===== src/rtl/bin2bcd_pkg.sv =====
// Shared types and constants for the sequential binary-to-BCD converter:
// FSM state encoding, digit-adjust constants and the saturation limit helper.
package bin2bcd_pkg;

    typedef enum logic [1:0] {
        IDLE  = 2'd0,
        SHIFT = 2'd1,
        DONE  = 2'd2
    } state_t;

    localparam int         DIGITS_DEF = 6;
    localparam logic [3:0] ADJ_THRESH = 4'd5;
    localparam logic [3:0] ADJ_ADD    = 4'd3;

    // Largest value representable in 'digits' BCD digits, i.e. 10^digits - 1.
    function automatic longint unsigned bcd_limit(input int digits);
        longint unsigned p;
        p = 64'd1;
        for (int i = 0; i < digits; i++) begin
            p = p * 64'd10;
        end
        return p - 64'd1;
    endfunction

endpackage


===== src/rtl/bin2bcd_seq_if.sv =====
// Start/busy/done handshake and data bus between a producer and bin2bcd_seq.
interface bin2bcd_seq_if #(
    parameter int WIDTH  = 20,
    parameter int DIGITS = 6
);
    logic                  start;
    logic [WIDTH-1:0]      bin_in;
    logic                  busy;
    logic                  done;
    logic [4*DIGITS-1:0]   bcd_out;
    logic                  ovf;

    modport master (output start, bin_in, input busy, done, bcd_out, ovf);
    modport slave  (input start, bin_in, output busy, done, bcd_out, ovf);
endinterface


===== src/rtl/bin2bcd_seq_add3.sv =====
// Per-digit double-dabble correction: a digit of 5 or more gets 3 added so
// that the following left shift carries correctly into the next decade.
module bcd_add3
    import bin2bcd_pkg::*;
(
    input  logic [3:0] i_digit,
    output logic [3:0] o_digit
);
    assign o_digit = (i_digit >= ADJ_THRESH) ? (i_digit + ADJ_ADD) : i_digit;
endmodule


===== src/rtl/bin2bcd_seq.sv =====
// Sequential shift-and-add-3 binary-to-BCD converter, one bit per cycle.
// Optional saturation to all nines is compiled in with `define BIN2BCD_SAT_EN.
module bin2bcd_seq
    import bin2bcd_pkg::*;
#(
    parameter int WIDTH  = 20,
    parameter int DIGITS = DIGITS_DEF
) (
    input  logic          clk,
    input  logic          reset,
    bin2bcd_seq_if.slave  bus
);
    localparam int CW = $clog2(WIDTH + 1);
    localparam int BW = 4 * DIGITS;

    state_t              r_state, w_state_nxt;
    logic [WIDTH-1:0]    r_shift, w_shift_nxt;
    logic [BW-1:0]       r_scratch, w_scratch_nxt;
    logic [CW-1:0]       r_cnt, w_cnt_nxt;
    logic                r_sat, w_sat_nxt;
    logic                r_busy, w_busy_nxt;
    logic                r_done, w_done_nxt;
    logic [BW-1:0]       r_bcd, w_bcd_nxt;
    logic                r_ovf, w_ovf_nxt;

    logic [BW-1:0]       w_adj;
    logic [BW+WIDTH-1:0] w_shifted;
    logic                w_sat_in;

    for (genvar g = 0; g < DIGITS; g++) begin : g_adj
        bcd_add3 u_add3 (
            .i_digit (r_scratch[4*g +: 4]),
            .o_digit (w_adj[4*g +: 4])
        );
    end

    // The scratch MSB falls off the top, which yields the value mod 10^DIGITS.
    assign w_shifted = {w_adj, r_shift} << 1;

`ifdef BIN2BCD_SAT_EN
    localparam longint unsigned LIMIT = bcd_limit(DIGITS);
    assign w_sat_in = (64'(bus.bin_in) > LIMIT);
`else
    assign w_sat_in = 1'b0;
`endif

    always_comb begin
        w_state_nxt   = r_state;
        w_shift_nxt   = r_shift;
        w_scratch_nxt = r_scratch;
        w_cnt_nxt     = r_cnt;
        w_sat_nxt     = r_sat;
        w_busy_nxt    = r_busy;
        w_done_nxt    = 1'b0;
        w_bcd_nxt     = r_bcd;
        w_ovf_nxt     = r_ovf;
        case (r_state)
            IDLE: begin
                if (bus.start) begin
                    w_shift_nxt   = bus.bin_in;
                    w_scratch_nxt = '0;
                    w_cnt_nxt     = '0;
                    w_sat_nxt     = w_sat_in;
                    w_busy_nxt    = 1'b1;
                    w_state_nxt   = SHIFT;
                end
            end
            SHIFT: begin
                {w_scratch_nxt, w_shift_nxt} = w_shifted;
                w_cnt_nxt = r_cnt + CW'(1);
                if (r_cnt == CW'(WIDTH - 1)) begin
                    w_state_nxt = DONE;
                end
            end
            DONE: begin
                w_bcd_nxt   = r_sat ? {DIGITS{4'h9}} : r_scratch;
                w_ovf_nxt   = r_sat;
                w_done_nxt  = 1'b1;
                w_busy_nxt  = 1'b0;
                w_state_nxt = IDLE;
            end
            default: begin
                w_state_nxt = IDLE;
            end
        endcase
    end

    always_ff @(posedge clk) begin
        if (reset) begin
            r_state   <= IDLE;
            r_shift   <= '0;
            r_scratch <= '0;
            r_cnt     <= '0;
            r_sat     <= 1'b0;
            r_busy    <= 1'b0;
            r_done    <= 1'b0;
            r_bcd     <= '0;
            r_ovf     <= 1'b0;
        end else begin
            r_state   <= w_state_nxt;
            r_shift   <= w_shift_nxt;
            r_scratch <= w_scratch_nxt;
            r_cnt     <= w_cnt_nxt;
            r_sat     <= w_sat_nxt;
            r_busy    <= w_busy_nxt;
            r_done    <= w_done_nxt;
            r_bcd     <= w_bcd_nxt;
            r_ovf     <= w_ovf_nxt;
        end
    end

    assign bus.busy    = r_busy;
    assign bus.done    = r_done;
    assign bus.bcd_out = r_bcd;
    assign bus.ovf     = r_ovf;

endmodule


===== src/flat_wrapper.sv =====
// flat-port wrapper written by rule: the top's interface ports become plain ports
module bin2bcd_seq_flat import bin2bcd_pkg::*;
#(
    parameter int WIDTH  = 20,
    parameter int DIGITS = DIGITS_DEF
)
  (clk, reset, bus_start, bus_bin_in, bus_busy, bus_done, bus_bcd_out, bus_ovf);
  bin2bcd_seq_if #(.WIDTH(WIDTH), .DIGITS(DIGITS)) bus_i ();
  input  logic clk;
  input  logic reset;
  input wire logic [$bits(bus_i.start)-1:0] bus_start;
  input wire logic [$bits(bus_i.bin_in)-1:0] bus_bin_in;
  output wire logic [$bits(bus_i.busy)-1:0] bus_busy;
  output wire logic [$bits(bus_i.done)-1:0] bus_done;
  output wire logic [$bits(bus_i.bcd_out)-1:0] bus_bcd_out;
  output wire logic [$bits(bus_i.ovf)-1:0] bus_ovf;
  assign bus_i.start = bus_start;
  assign bus_i.bin_in = bus_bin_in;
  assign bus_busy = bus_i.busy;
  assign bus_done = bus_i.done;
  assign bus_bcd_out = bus_i.bcd_out;
  assign bus_ovf = bus_i.ovf;
  bin2bcd_seq #(.WIDTH(WIDTH), .DIGITS(DIGITS)) u_core (.clk(clk), .reset(reset), .bus(bus_i));
endmodule

===== config.mk =====
export PLATFORM = sky130hd
export DESIGN_NAME = bin2bcd_seq_flat
export DESIGN_NICKNAME = d
export VERILOG_FILES = /design/src/rtl/bin2bcd_pkg.sv /design/src/rtl/bin2bcd_seq_if.sv /design/src/rtl/bin2bcd_seq_add3.sv /design/src/rtl/bin2bcd_seq.sv /design/src/flat_wrapper.sv
export SDC_FILE = /design/constraint.sdc
export NUM_CORES = 1
export LEC_CHECK = 0
export CORE_MARGIN = 5
export CORE_UTILIZATION = 54
export DETAILED_ROUTE_END_ITERATION = 8
export GPL_ROUTABILITY_DRIVEN = 0
export GPL_TIMING_DRIVEN = 0
export PLACE_DENSITY_LB_ADDON = 0.2
export SETUP_SLACK_MARGIN = 0.02
export SYNTH_ARGS = -nofsm -noshare
export SYNTH_HDL_FRONTEND = slang
export SYNTH_SLANG_ARGS = --single-unit

===== constraint.sdc =====
create_clock -name clk -period 1.8 [get_ports clk]
set_clock_uncertainty 0.05 [all_clocks]
set_input_delay 0.18 -clock clk [delete_from_list [all_inputs] [get_ports clk]]
set_output_delay 0.18 -clock clk [all_outputs]
set_load 0.005 [all_outputs]

==> results.py <==
metrics = {
    "outcome": {
        "outcome": "finished clean",
    },
    "timing": {
        "setup_viol": 0,
        "fin_tns_setup_ns": 0,
        "period_needed_ns": 1.58,
        "relSlewSlack_pct": 61.2,
        "rsz0062_at_grt": "false",
        "tightest_slew_ns": 0.582,
        "fmax_ghz": 0.633,
        "slew_viol_final": 0,
        "min_period_over_period_pct": 87.7,
        "hold_viol": 0,
    },
    "synth": {
        "synth.largest_area_cell": "dfxtp_1",
        "yosysSeqAreaShare_pct": 44.5,
        "synth_commonest_cells": "77 x dfxtp_1, 61 x nor2_1, 57 x a21oi_1",
        "synth_ff_type": "dfxtp_1",
        "synth_area_leaders": "dfxtp_1 45%, a21oi_1 8.2%, nor2_1 6.6%, nand2_1 5.5%, a22o_1 4.8%",
        "synth-seq-cells": 77,
        "synth_warnings": 0,
        "async_reset_ff_share_pct": 0,
        "syn-num-nets": 452,
        "syn_avg_cell_area_sq_um": 8.33,
        "synth_top_area_share_pct": 44.5,
        "syn_area_sq_um": 3460,
        "syn_inst": 416,
        "synthDistinctLibCells": 38,
        "synth_edf_count": 0,
        "yosysMostFrequentCell": "dfxtp_1",
    },
    "clocking": {
        "cts_resized": 0,
        "ctsHtreeMaxLevel": 3,
        "clk_path_buf_depth": 2,
        "cts_tree": "yes",
        "cts_made_buffers": 9,
        "post_cts_buffers": 0,
        "insertion_delay_ns": 0.35,
        "postCtsHoldBufs": 0,
        "cts-root-buf": "clkbuf_8",
        "clock_sinks": 77,
        "clk_pin_slew_ns": 0.07,
    },
    "critical_path": {
        "r2r_start": "u_core.r_scratch[17]",
        "rr_worst_depth": 6,
        "crit_start": "u_core.r_scratch[17]",
        "cp.arrival_ns": 1.83,
        "cp_num_buf_inv": 1,
        "slowest_stage": "dfxtp_1",
        "r2r_end": "u_core.r_scratch[18]",
        "slowest_delay_ns": 0.38,
        "worstPathCellList": "inv_1 -> ha_1 -> nand2b_1 -> a21oi_1 -> mux2i_1 -> a22o_1",
        "cp-end-kind": "register",
        "cp-start-kind": "register",
        "crit_family": "compound AO/OA/AOI/OAI gates",
        "required_ns": 2.05,
        "r2r_slack_ns": 0.22,
        "cp_max_fo": 4,
        "crit_type": "reg2reg",
    },
    "pwr": {
        "switching_share_pct": 23.2,
        "combPwrFrac_pct": 8.5,
        "ir_worst_vdd_v": 0.000625,
        "p_leak_nw": 1.64,
        "seqPwrFrac_pct": 51.8,
        "switching_power_w": 0.000803,
        "p_clk_share_pct": 39.7,
        "p_int_w": 0.00266,
        "power_density_nw_per_um2": 817,
    },
    "detailed_routing": {
        "drt-vias-per-instance": 5.50,
        "dr.pass1.iters": 4,
        "drc": 0,
        "wl_per_cell_microns": 14.0,
        "vias": 3051,
        "dr.first_iter.drc_count": 237,
        "ant_nets": 0,
        "wl_microns": 7750,
    },
    "floorplan": {
        "core_sq_um": 6280,
        "start_util_pct": 55.2,
        "rows": 29,
        "dieArea_sq_um": 8120,
        "die_width_microns": 90.1,
        "pin_count": 50,
        "die_h_microns": 90.1,
    },
    "global_routing": {
        "grt-ovfl-total": 0,
        "antenna_found_initial": 0,
        "grt_pass1_vias": 2849,
        "grt_pass1_wl_microns": 13300,
        "grt_max_degree": 13,
        "globalRouteTotalUtil_pct": 19.8,
    },
    "placed_design": {
        "dp_hpwl_microns": 5400,
        "placement.io_buffers": 47,
    },
    "layout": {
        "fin_nets": 510,
        "syn_to_final_growth_pct": 22.3,
        "fillers": 564,
        "layout-drive-gt1-share_pct": 9.83,
        "seqCellArea_sq_um": 1540,
        "final_core_util_pct": 67.5,
        "num_antenna_cells": 0,
        "multi_input_area_sq_um": 1710,
    },
    "min_path": {
        "hold_end": "u_core.r_scratch[5]",
        "hold_depth": 3,
        "holdCritStartpoint": "reset",
        "hp-class": "in2reg",
    },
    "job": {
        "cap_violations": 0,
    },
}
-- through the flow --
step	power, W	setup WS, ns	cells	cell area (sq um)	hold slack [ns]
6_report	0.00346	0.221	555	4240	0.295
5_1_grt	0.00363	0.0719	555	4240	0.289
4_1_cts	0.00351	0.215	555	4240	0.277
3_5_place_dp	0.00213	-0.0372	540	4030	0.398
3_3_place_gp	0.00212	-0.0127	540	4030	0.392
2_1_floorplan	0.00201	0.400	416	3460	0.291
-- power groups by stage --
stage | Combinational [W] | Clock (W) | Sequential (W)
after CTS | 0.000297 | 0.00142 | 0.00179
after floorplan | 0.000189 | 0 | 0.00182
after global placement | 0.000288 | 0 | 0.00183
final | 0.000295 | 0.00137 | 0.00179
after detailed placement | 0.000296 | 0 | 0.00183
after global routing | 0.000330 | 0.00150 | 0.00180
-- worst min-delay path: stages --
cell and delay (ns):
buf_2 0.17, nor2_4 0.10, a22o_1 0.19
-- final cells by class --
type / instances / area share, %
clock buffers: 11 / 3.10
well taps: 77 / 2.27
inverters: 19 / 1.68
plain buffers: 28 / 3.37
clock inverters: 4 / 1.74
repair buffers: 47 / 11.1
multi-input cells: 292 / 40.3
flip-flops and latches: 77 / 36.4
-- cell usage in the layout, fill, tap and decap left out, types with 3 or more instances in the layout --
master	instances
o221a_2	6
clkbuf_8	9
nor2b_1	6
nand3_1	7
o21ai_0	11
nor2_1	61
nand2_1	51
xor2_1	5
clkbuf_1	10
nor3_1	8
clkdlybuf4s50_1	47
a2111oi_0	4
xnor2_1	6
inv_1	19
nor4_1	8
a22o_1	19
dfxtp_1	77
buf_2	15
a21oi_1	57
ha_1	13
mux2i_1	6
nand2b_1	7
buf_4	3
-- per-layer routing --
metal  vias to the layer above  track usage [%]  wire length (microns)
met2                        67             32.0                   3760
met4                         0             5.58                     68
li1                       1531                -                      -
met3                         7             6.93                    416
met1                      1446             25.1                   3510
met5                         -                0                      0
-- cells by family (layout without fill, tap and decap cells) --
family,after synthesis,after routing,synth area share [%]
AO/OA/AOI/OAI,101,101,18.7
adder cells (fa/ha/maj),13,13,4.70
flip-flops,77,77,44.5
buffers and inverters,47,109,6.18
other,1,1,0.108
AND/OR/NAND/NOR,159,159,20.9
XOR/XNOR,11,11,2.78
multiplexers,7,7,2.06
-- worst max path at each step --
stage / to / slack, ns / cells after the start
after floorplan: u_core.r_scratch[10] / 0.40 / 6
after global placement: u_core.r_shift[13] / -0.01 / 5
after detailed placement: u_core.r_shift[16] / -0.04 / 5
after CTS: u_core.r_scratch[14] / 0.22 / 6
after global routing: u_core.r_scratch[18] / 0.07 / 6
final: u_core.r_scratch[18] / 0.22 / 6
-- registers in the layout, summed over array words and instances (netlist names) --
signal / flops
u_core.bus.busy: 1
u_core.r_cnt: 5
u_core.bus.done: 1
u_core.r_state: 2
u_core.bus.bcd_out: 24
u_core.r_shift: 20
u_core.r_scratch: 24
(Power assumes the default switching activity.)
